===== config.mk =====
export PLATFORM = sky130hd
export DESIGN_NAME = fetch_stage
export DESIGN_NICKNAME = d
export VERILOG_FILES = /design/src/rtl/riscv_pkg.sv /design/src/rtl/fetch_fifo.sv /design/src/rtl/fetch_stage.sv
export SDC_FILE = /design/constraint.sdc
export NUM_CORES = 1
export LEC_CHECK = 0
export ABC_AREA = 1
export CAP_MARGIN = 20
export CELL_PAD_IN_SITES_DETAIL_PLACEMENT = 1
export CELL_PAD_IN_SITES_GLOBAL_PLACEMENT = 1
export CORE_ASPECT_RATIO = 1.2
export CORE_MARGIN = 2
export CORE_UTILIZATION = 30
export DETAILED_ROUTE_END_ITERATION = 10
export PLACE_DENSITY = 0.73
export SETUP_SLACK_MARGIN = 0.15
export SLEW_MARGIN = 20
export SYNTH_ARGS = -nofsm -noshare
export SYNTH_HDL_FRONTEND = slang
export SYNTH_SLANG_ARGS = --single-unit

===== constraint.sdc =====
create_clock -name clk -period 7 [get_ports clk]
set_clock_uncertainty 0.15 [all_clocks]
set_input_delay 1.05 -clock clk [delete_from_list [all_inputs] [get_ports clk]]
set_output_delay 1.05 -clock clk [all_outputs]
set_load 0.01 [all_outputs]

===== src/rtl/riscv_pkg.sv =====
// Shared constants for the instruction-fetch datapath.
package riscv_pkg;

    localparam int XLEN = 32;
    localparam int ILEN = 32;

    localparam logic [31:0]     RESET_PC_DEFAULT = 32'h0000_0000;
    localparam logic [ILEN-1:0] NOP_INSTR        = 32'h0000_0013;

endpackage


===== src/rtl/fetch_fifo.sv =====
// Small synchronous FIFO of {pc, instr} pairs that buffers fetched words for decode.
// A flush wins over push and pop in the same cycle.
module fetch_fifo
    import riscv_pkg::*;
#(
    parameter int  DEPTH = 2,
    parameter int  AW    = XLEN,
    localparam int CW    = $clog2(DEPTH) + 1
) (
    input  logic            clk,
    input  logic            rst_n,
    input  logic            i_push,
    input  logic [AW-1:0]   i_push_pc,
    input  logic [ILEN-1:0] i_push_instr,
    input  logic            i_pop,
    input  logic            i_flush,
    output logic [AW-1:0]   o_head_pc,
    output logic [ILEN-1:0] o_head_instr,
    output logic [CW-1:0]   o_count,
    output logic            o_full,
    output logic            o_empty
);

    localparam int PW = $clog2(DEPTH);

    logic [AW-1:0]   r_pc_mem    [DEPTH];
    logic [ILEN-1:0] r_instr_mem [DEPTH];
    logic [PW-1:0]   r_wr_ptr;
    logic [PW-1:0]   r_rd_ptr;
    logic [CW-1:0]   r_count;
    logic            w_push;
    logic            w_pop;

    assign o_empty      = (r_count == '0);
    assign o_full       = (r_count == CW'(DEPTH));
    assign w_push       = i_push && !i_flush;
    assign w_pop        = i_pop && !i_flush && !o_empty;
    assign o_count      = r_count;
    assign o_head_pc    = r_pc_mem[r_rd_ptr];
    assign o_head_instr = r_instr_mem[r_rd_ptr];

    // Entry storage is written on push; it needs no reset because count guards reads.
    always_ff @(posedge clk) begin
        if (w_push) begin
            r_pc_mem[r_wr_ptr]    <= i_push_pc;
            r_instr_mem[r_wr_ptr] <= i_push_instr;
        end
    end

    // Pointers wrap naturally because DEPTH is a power of two.
    always_ff @(posedge clk or negedge rst_n) begin
        if (!rst_n) begin
            r_wr_ptr <= '0;
            r_rd_ptr <= '0;
            r_count  <= '0;
        end else if (i_flush) begin
            r_wr_ptr <= '0;
            r_rd_ptr <= '0;
            r_count  <= '0;
        end else begin
            if (w_push) r_wr_ptr <= r_wr_ptr + PW'(1);
            if (w_pop)  r_rd_ptr <= r_rd_ptr + PW'(1);
            r_count <= r_count + CW'(w_push) - CW'(w_pop);
        end
    end

    a_no_overflow: assert property (@(posedge clk) disable iff (!rst_n)
        !(w_push && o_full && !w_pop));

endmodule


===== src/rtl/fetch_stage.sv =====
// Instruction fetch stage: owns the PC, issues in-order memory requests under a
// credit limit, buffers returned words, and discards stale words after a redirect.
module fetch_stage #(
    parameter int              XLEN       = riscv_pkg::XLEN,
    parameter logic [XLEN-1:0] RESET_PC   = riscv_pkg::RESET_PC_DEFAULT,
    parameter int              FIFO_DEPTH = 2
) (
    input  logic                       clk,
    input  logic                       rst_n,
    output logic                       imem_req_valid,
    input  logic                       imem_req_ready,
    output logic [XLEN-1:0]            imem_req_addr,
    input  logic                       imem_resp_valid,
    input  logic [riscv_pkg::ILEN-1:0] imem_resp_data,
    input  logic                       redirect_valid,
    input  logic [XLEN-1:0]            redirect_pc,
    output logic                       id_valid,
    input  logic                       id_ready,
    output logic [riscv_pkg::ILEN-1:0] id_instr,
    output logic [XLEN-1:0]            id_pc,
    output logic [XLEN-1:0]            id_pc_plus4
);

    import riscv_pkg::*;

    localparam int CW = $clog2(FIFO_DEPTH) + 1;

    logic [XLEN-1:0] r_pc;
    logic [CW-1:0]   r_inflight;
    logic [CW-1:0]   r_drop_cnt;
    logic            r_fetch_en;

    logic [CW-1:0]   w_fifo_count;
    logic            w_fifo_full;
    logic            w_fifo_empty;
    logic [XLEN-1:0] w_head_pc;
    logic [ILEN-1:0] w_head_instr;
    logic [CW:0]     w_occupancy;
    logic            w_req_fire;
    logic            w_resp_drop;
    logic            w_push;
    logic            w_pop;

    // Credits cover both words still in memory and words already buffered, so the
    // buffer can always absorb every outstanding response.
    assign w_occupancy    = {1'b0, r_inflight} + {1'b0, w_fifo_count};
    assign imem_req_valid = r_fetch_en && !w_fifo_full && !redirect_valid
                            && (w_occupancy < (CW+1)'(FIFO_DEPTH));
    assign imem_req_addr  = r_pc;
    assign w_req_fire     = imem_req_valid && imem_req_ready;

    // Responses owed to a redirected-away path are thrown away, as is anything
    // arriving in the redirect cycle itself.
    assign w_resp_drop = imem_resp_valid && (r_drop_cnt != '0);
    assign w_push      = imem_resp_valid && (r_drop_cnt == '0) && !redirect_valid;

    assign id_valid    = !w_fifo_empty && !redirect_valid;
    assign w_pop       = id_valid && id_ready;
    assign id_instr    = w_fifo_empty ? NOP_INSTR : w_head_instr;
    assign id_pc       = w_fifo_empty ? RESET_PC : w_head_pc;
    assign id_pc_plus4 = id_pc + XLEN'(4);

    fetch_fifo #(
        .DEPTH (FIFO_DEPTH),
        .AW    (XLEN)
    ) u_fifo (
        .clk          (clk),
        .rst_n        (rst_n),
        .i_push       (w_push),
        .i_push_pc    (w_head_pc_src()),
        .i_push_instr (imem_resp_data),
        .i_pop        (w_pop),
        .i_flush      (redirect_valid),
        .o_head_pc    (w_head_pc),
        .o_head_instr (w_head_instr),
        .o_count      (w_fifo_count),
        .o_full       (w_fifo_full),
        .o_empty      (w_fifo_empty)
    );

    // Requests return in order, so the PC of the word being returned is the PC of
    // the oldest outstanding request: current PC minus four per outstanding request.
    function automatic logic [XLEN-1:0] w_head_pc_src();
        return r_pc - (XLEN'(r_inflight) << 2);
    endfunction

    // Hold off the first request until one cycle after reset is released.
    always_ff @(posedge clk or negedge rst_n) begin
        if (!rst_n) r_fetch_en <= 1'b0;
        else        r_fetch_en <= 1'b1;
    end

    // Program counter: redirect target (word aligned) or sequential advance on issue.
    always_ff @(posedge clk or negedge rst_n) begin
        if (!rst_n) begin
            r_pc <= RESET_PC;
        end else if (redirect_valid) begin
            r_pc <= {redirect_pc[XLEN-1:2], 2'b00};
        end else if (w_req_fire) begin
            r_pc <= r_pc + XLEN'(4);
        end
    end

    // Outstanding-request count and the number of those still owed to a dead path;
    // on redirect every request still outstanding after this cycle becomes stale.
    always_ff @(posedge clk or negedge rst_n) begin
        if (!rst_n) begin
            r_inflight <= '0;
            r_drop_cnt <= '0;
        end else begin
            r_inflight <= r_inflight + CW'(w_req_fire) - CW'(imem_resp_valid);
            if (redirect_valid) begin
                r_drop_cnt <= r_inflight - CW'(imem_resp_valid);
            end else begin
                r_drop_cnt <= r_drop_cnt - CW'(w_resp_drop);
            end
        end
    end

    a_no_underflow: assert property (@(posedge clk) disable iff (!rst_n)
        !(imem_resp_valid && (r_inflight == '0)));

endmodule


==> results of run 1 <==
-- cells by family after synthesis --
group | synth area share
buffers and inverters | 0.06821
muxes | 0.001089
other | 0.0008172
adders and majority gates | 0.01797
and+or+nand+nor | 0.3009
xor gates and xnor gates | 0.05813
DFF | 0.5114
AOI/OAI and AO/OA | 0.04153
-- routing by layer --
metal / track usage / wire [microns] / share of wire / vias to the layer above
li1: - / - / - / 3844
met1: 0.2200 / 12180 / 0.44 / 3765
met2: 0.3067 / 13890 / 0.50 / 194
met3: 0.02791 / 991 / 0.036 / 44
met4: 0.06140 / 702 / 0.025 / 0
met5: 0 / 0 / 0 / -
-- where the power goes --
part           total, W  leakage, nW  switching, W  internal, W
Combinational   0.00117         2.89      0.000686     0.000483
Clock          0.000903        0.282      0.000374     0.000529
Sequential      0.00128         1.60      0.000106      0.00117
Total           0.00335         4.77       0.00117      0.00218
-- worst max-delay path, delay by kind of cell (launching register included) --
kind / cells / cell delay (ns)
and+or+nand+nor: 4 / 0.84
xor gates and xnor gates: 1 / 0.23
DFF: 1 / 0.44
buffers and inverters: 5 / 1.97
adders and majority gates: 1 / 0.22
-- cell usage after synthesis (4+ instances only) --
master    count
xor2_1       56
nand4_1       8
buf_4        10
nor2_2       16
nand3_2      16
inv_1        98
ha_1         10
edfxtp_1    124
a21oi_1      31
nand2_1     364
dfrtp_1      39
o21ai_0      18
o21ai_1       4
nor2_4        6
xnor2_1       5
nor3_1       15
buf_2        11
o21bai_1      6
nor2_1      108
clkbuf_1     11
buf_6         5
nand2_2      13
nand3_1      75
-- area by class of cell --
class / instances / share of cell area
timing repair buffer: 199 / 0.1653
tap: 396 / 0.04111
sequential: 163 / 0.3901
multi-input combinational: 779 / 0.3234
antenna: 3 / 0.0006229
inverter: 103 / 0.03218
clock inverter: 7 / 0.006229
clock buffer: 25 / 0.04111
-- stage by stage --
stage	setup WS, ns	instance area, sq um	hold slack [ns]
floorplan	2.256	9209	0.3077
global placement	2.120	11430	0.3815
detailed placement	2.066	11470	0.3940
CTS	1.560	12040	0.4063
global route	1.321	12050	0.4514
finish	1.661	12050	0.4112
-- sequential cells by signal (all words and copies together), names as in the netlist --
signal	flops
imem_req_addr	30
r_drop_cnt	2
r_fetch_en	1
r_inflight	2
u_fifo.o_count	2
u_fifo.r_instr_mem	64
u_fifo.r_pc_mem	60
u_fifo.r_rd_ptr	1
u_fifo.r_wr_ptr	1
-- worst max-delay path by stage --
stage                                          end  slack (ns)               from  cells after the start
final                              id_pc_plus4[10]        1.66  u_fifo.o_count[1]                     11
after floorplan           u_fifo.r_instr_mem[0][0]        2.26    imem_resp_valid                      6
after CTS                          id_pc_plus4[18]        1.56  u_fifo.o_count[1]                     12
after detailed placement           id_pc_plus4[10]        2.07  u_fifo.o_count[1]                     11
after global routing               id_pc_plus4[26]        1.32  u_fifo.o_count[1]                     14
after global placement             id_pc_plus4[10]        2.12  u_fifo.o_count[1]                     11
==> impl_summary.txt, run 1 <==
----------------------------------------------------
[Run status]
  Status ... completed

[Worst setup path]
  Critical Path AT ... 4.14 ns
  Worst setup path category ... flop to primary output
  Data required time at the worst endpoint ... 5.80 ns
  Peak fanout along the critical path ... 59
  Cells along the critical path ... nor2_2 -> buf_4 -> clkinv_2 -> nand2_1 -> inv_1 -> ha_1 -> inv_1 -> nor2_4 -> nand2_1 -> xor2_1 -> clkdlybuf4s50_1
  Capturing element type of the critical path ... primary output
  Critical R2R Launch ... r_inflight[0]
  Highest cell delay on the worst timing path ... 0.72 ns
  FF-to-FF setup slack ... 3.40 ns
  Nature of the critical path startpoint ... flop
  Worst path slowest cell ... clkinv_2
  Capture point of the worst reg-to-reg path ... imem_req_addr[10]
  Number of cells on the worst reg-to-reg path ... 9

[Clock network]
  TritonCTS clock tree ... done
  Buffer depth of the longest clock path ... 2
  Hold-fix buffer count after cts ... 0
  Clock latency on the worst-skew pair ... 0.43 ns
  Root Buffer Master ... clkbuf_16
  Number of buffers inserted during clock tree synthesis ... 17
  Count of cells resized by post-cts repair ... 0
  Sink count of the clock tree ... 163
  Clock slew at reported path FFs ... 0.07 ns
  H-tree levels ... 4
  Post-CTS setup buffer count ... 0

[GRT]
  Number of antenna violations at the first check in global routing ... 3
  Total congestion overflow after global routing ... 0
  Maximum number of pins on one net before global-route repair ... 66
  Number of global-route vias before repair ... 8190
  Overall track demand over capacity in global routing ... 0.1760
  Wire length of the first global-routing pass ... 43680 microns

[Timing]
  Slew Viols, Final ... 0
  Final period demand of the worst path ... 5.339 ns
  Worst-margin pin slew ... 0.9850 ns
  Fmax ... 187.3 MHz
  Final Hold Viols ... 0
  Unrepaired setup endpoints after global routing ... no
  Tightest slew margin relative to the limit ... 0.3433
  Final setup violation count ... 0
  Share of the clock period used by the worst path after layout ... 0.7627
  TNS Setup ... 0 ns

[Finish]
  Sequential cell area in the final layout ... 4701 sq um
  Number of nets in the final layout ... 1345
  Footprint of the multi-input gates ... 3897 sq um
  Fraction of layout cells with a size suffix above 1 ... 0.07837
  Utilization after layout ... 0.3977
  Fin cells ... 1675
  Leading cell type in the layout, fill and taps excluded ... nand2_1
  Highest-count cells in the layout ignoring fill and taps ... nand2_1 (364), clkdlybuf4s50_1 (190), edfxtp_1 (124), nor2_1 (106), inv_1 (98)
  Fill cell total of the finished layout ... 3583
  Area added between synthesis and finish ... 31.14%

[Detailed routing]
  Number of iterations in the first detailed-routing pass ... 5
  Number of remaining DRC errors ... 0
  Final Routed Wirelength ... 27770 microns
  Post-detailed-route count of antenna-violating nets ... 0
  Vias/cell ... 4.685
  Routed WL per cell ... 16.58 microns
  Iteration-0 DRC Markers ... 431
  Total number of vias ... 7847

[Synthesis]
  Most frequently used flop master after synthesis ... edfxtp_1
  Post-synthesis cell type count ... 42
  Fraction of synthesized cell area taken by the top area cell type ... 0.4052
  Sequential cell area fraction in the yosys report ... 0.5114
  Share of async-settable or async-resettable flops after synthesis ... 0.2393
  Mapped Avg Cell Area ... 8.509 sq um
  Most area-consuming cells after synthesis ... edfxtp_1 (41%), nand2_1 (15%), dfrtp_1 (11%)
  Number of standard cells after synthesis ... 1080
  Register bit total from synthesis ... 163
  Count of synthesis-stage warnings from yosys ... 0
  Biggest area consumer among synthesized cells ... edfxtp_1
  Post-synthesis instance area ... 9190 sq um
  Number of synthesized flops with an enable pin ... 124

[Place]
  IO Port Bufs ... 191
  HPWL after detailed placement ... 21040 microns
  Global placer's final weighted congestion ... 0.8903
  Cell count after placement ... 1640

[Min path]
  Endpoint of the worst hold-timing path ... u_fifo.r_wr_ptr
  Type of the worst min-delay path ... flop to flop
  Cells on Worst Hold Path ... 1
  Startpoint of the worst hold path ... u_fifo.r_wr_ptr

[Die]
  DIE HEIGHT ... 195.7 microns
  Core footprint ... 30300 sq um
  Total Die Area ... 32060 sq um
  DIE WIDTH ... 163.8 microns
  Starting density of the core ... 0.3033
  Num ports ... 200
  Number of core rows ... 70

[Power and ir drop]
  Total power ... 0.003349 W
  Max rail drop VDD ... 0.0001902 V
  Leakage power summed over all cells ... 4.769 nW
  Power Density ... 277.9 nW/um^2

[Run]
  Number of maximum-capacitance constraint violations ... 0

----------------------------------------------------
No activity file was read; power rests on OpenSTA's default activity.
==> inputs of run 2 (changes only) <==
==> constraint.sdc (replaced) <==
create_clock -name clk -period 5.2 [get_ports clk]
set_clock_uncertainty 0.15 [all_clocks]
set_input_delay 0.78 -clock clk [delete_from_list [all_inputs] [get_ports clk]]
set_output_delay 0.78 -clock clk [all_outputs]
set_load 0.01 [all_outputs]
==> run 2 against run 1 <==
Register-to-register slack got worse by 1.0 ns. Flip-flop and latch count did not move. Combinational power rose by 33%. Critical path depth rose by 1. First-iteration DRC count fell by 17%. Sequential share of layout area barely moved. Worst hold slack got worse by 0.077 ns. Power rose by 36%. Via count fell by 0.59%. Critical path type unchanged.
==> impl_summary.txt, run 2 (same netlist as run 1, synthesis figures left out) <==
----------------------------------------------------
[Run status]
  Status ... completed

[Die]
  Core footprint ... 30300 sq um
  DIE HEIGHT ... 195.7 microns
  Num ports ... 200
  DIE WIDTH ... 163.8 microns
  Number of core rows ... 70
  Starting density of the core ... 0.3033
  Total Die Area ... 32060 sq um

[Worst setup path]
  Critical Path AT ... 3.64 ns
  Cell family contributing the most delay on the critical path ... buffers and inverters
  Critical R2R Launch ... r_inflight[0]
  Worst path slowest cell ... dfrtp_2
  Capture point of the worst reg-to-reg path ... imem_req_addr[3]
  Peak fanout along the critical path ... 33
  Number of cells on the worst reg-to-reg path ... 9
  Most prevalent standard cell on the critical path ... nand2_1
  Nature of the critical path startpoint ... flop
  Highest cell delay on the worst timing path ... 0.56 ns
  Capturing element type of the critical path ... primary output
  Cells along the critical path ... inv_2 -> nand2_1 -> nand2_1 -> nand2_1 -> inv_1 -> ha_1 -> inv_1 -> nor2_4 -> nand2_1 -> nor2_1 -> xor2_1 -> clkdlybuf4s50_1
  Buffers & Inverters on Critical Path ... 4
  FF-to-FF setup slack ... 2.36 ns
  Number of logic stages on the critical path including buffering ... 12
  Worst setup path category ... flop to primary output
  Data required time at the worst endpoint ... 4.27 ns

[GRT]
  Wire length of the first global-routing pass ... 43810 microns
  Number of antenna violations at the first check in global routing ... 1
  Overall track demand over capacity in global routing ... 0.1764
  Maximum number of pins on one net before global-route repair ... 63
  Number of global-route vias before repair ... 8114
  Total congestion overflow after global routing ... 0

[Timing]
  Final Hold Viols ... 0
  Unrepaired setup endpoints after global routing ... no
  Final period demand of the worst path ... 4.570 ns
  TNS Setup ... 0 ns
  Slew Viols, Final ... 0
  Fmax ... 218.8 MHz
  Post-Route Hold Slack ... 0.3340 ns
  Worst-margin pin slew ... 0.9717 ns
  Tightest slew margin relative to the limit ... 0.3522
  Final setup violation count ... 0
  Share of the clock period used by the worst path after layout ... 0.8789

[Clock network]
  Hold-fix buffer count after cts ... 0
  H-tree levels ... 4
  Root Buffer Master ... clkbuf_16
  Count of cells resized by post-cts repair ... 0
  Post-CTS setup buffer count ... 0
  Clock latency on the worst-skew pair ... 0.43 ns
  Clock slew at reported path FFs ... 0.06 ns
  TritonCTS clock tree ... done
  Number of buffers inserted during clock tree synthesis ... 17
  Buffer depth of the longest clock path ... 2
  Sink count of the clock tree ... 163

[Detailed routing]
  Post-detailed-route count of antenna-violating nets ... 0
  Number of remaining DRC errors ... 0
  Iteration-0 DRC Markers ... 357
  Vias/cell ... 4.660
  Total number of vias ... 7801
  Routed WL per cell ... 16.66 microns
  Number of iterations in the first detailed-routing pass ... 4
  Final Routed Wirelength ... 27900 microns

[Min path]
  Type of the worst min-delay path ... primary input to async pin

[Finish]
  Number of nets in the final layout ... 1346
  Sequential cell area in the final layout ... 4701 sq um
  Highest-count cells in the layout ignoring fill and taps ... nand2_1 (364), clkdlybuf4s50_1 (190), edfxtp_1 (124), nor2_1 (106), inv_1 (98)
  Leading cell type in the layout, fill and taps excluded ... nand2_1
  Max FFs per register ... 64
  Register with the most flip-flops ... u_fifo.r_instr_mem
  Utilization after layout ... 0.3976
  Footprint of the multi-input gates ... 3897 sq um
  Fill cell total of the finished layout ... 3595
  Area added between synthesis and finish ... 31.11%
  Fraction of layout cells with a size suffix above 1 ... 0.07831
  Fin cells ... 1674

[Place]
  HPWL after detailed placement ... 21360 microns
  IO Port Bufs ... 191
  Global placer's final weighted congestion ... 0.8983
  Cell count after placement ... 1641

[Power and ir drop]
  Power Density ... 378.1 nW/um^2
  Leakage power summed over all cells ... 4.775 nW
  Max rail drop VDD ... 0.0002467 V

[Run]
  Number of maximum-capacitance constraint violations ... 0

----------------------------------------------------
run 2: cell types whose count changed in the layout (fill, tap and decap cells not counted), sizes merged:
| cell | change |
|---|---|
| buf | +1 |
| clkbuf | -6 |
| inv | +2 |
| clkinv | +2 |
| diode | -2 |
| bufinv | +2 |
run 2: how the worst max path moves through the flow:
stage,startpoint,to,slack [ns]
after floorplan,imem_resp_valid,u_fifo.r_instr_mem[0][0],0.73
after global placement,u_fifo.r_rd_ptr,id_pc_plus4[18],1.18
after detailed placement,u_fifo.r_rd_ptr,id_pc_plus4[18],1.06
after CTS,u_fifo.r_rd_ptr,id_pc_plus4[18],0.58
after global routing,u_fifo.r_rd_ptr,id_pc_plus4[18],0.37
final,u_fifo.r_rd_ptr,id_pc_plus4[18],0.63
run 2: cell type report:
type	count	area share
repair buffers	200	0.1639
clock buffers	19	0.03593
well taps	396	0.04112
diodes	1	0.0002077
flip-flops and latches	163	0.3901
clock inverters	13	0.01308
inverters	103	0.03219
multi-input cells	779	0.3235
run 2: report_power, final:
group | switching (W) | total [W] | internal [W]
logic | 0.000915 | 0.00156 | 0.000646
clock network | 0.000512 | 0.00127 | 0.000756
registers | 0.000150 | 0.00173 | 0.00158
run 2: through the flow:
| step | total power (W) | worst slack, ns | instance area, sq um |
|---|---|---|---|
| floorplan | 0.002585 | 0.7257 | 9209 |
| global placement | 0.003283 | 1.185 | 11460 |
| detailed placement | 0.003332 | 1.064 | 11460 |
| CTS | 0.004608 | 0.5795 | 12050 |
| global route | 0.004814 | 0.3712 | 12050 |
| finish | 0.004556 | 0.6298 | 12050 |
run 2: metal layers:
metal,track usage,routed length (microns)
met5,0,0
met1,0.2256,12280
met2,0.3052,14040
met3,0.02262,909
met4,0.06205,670
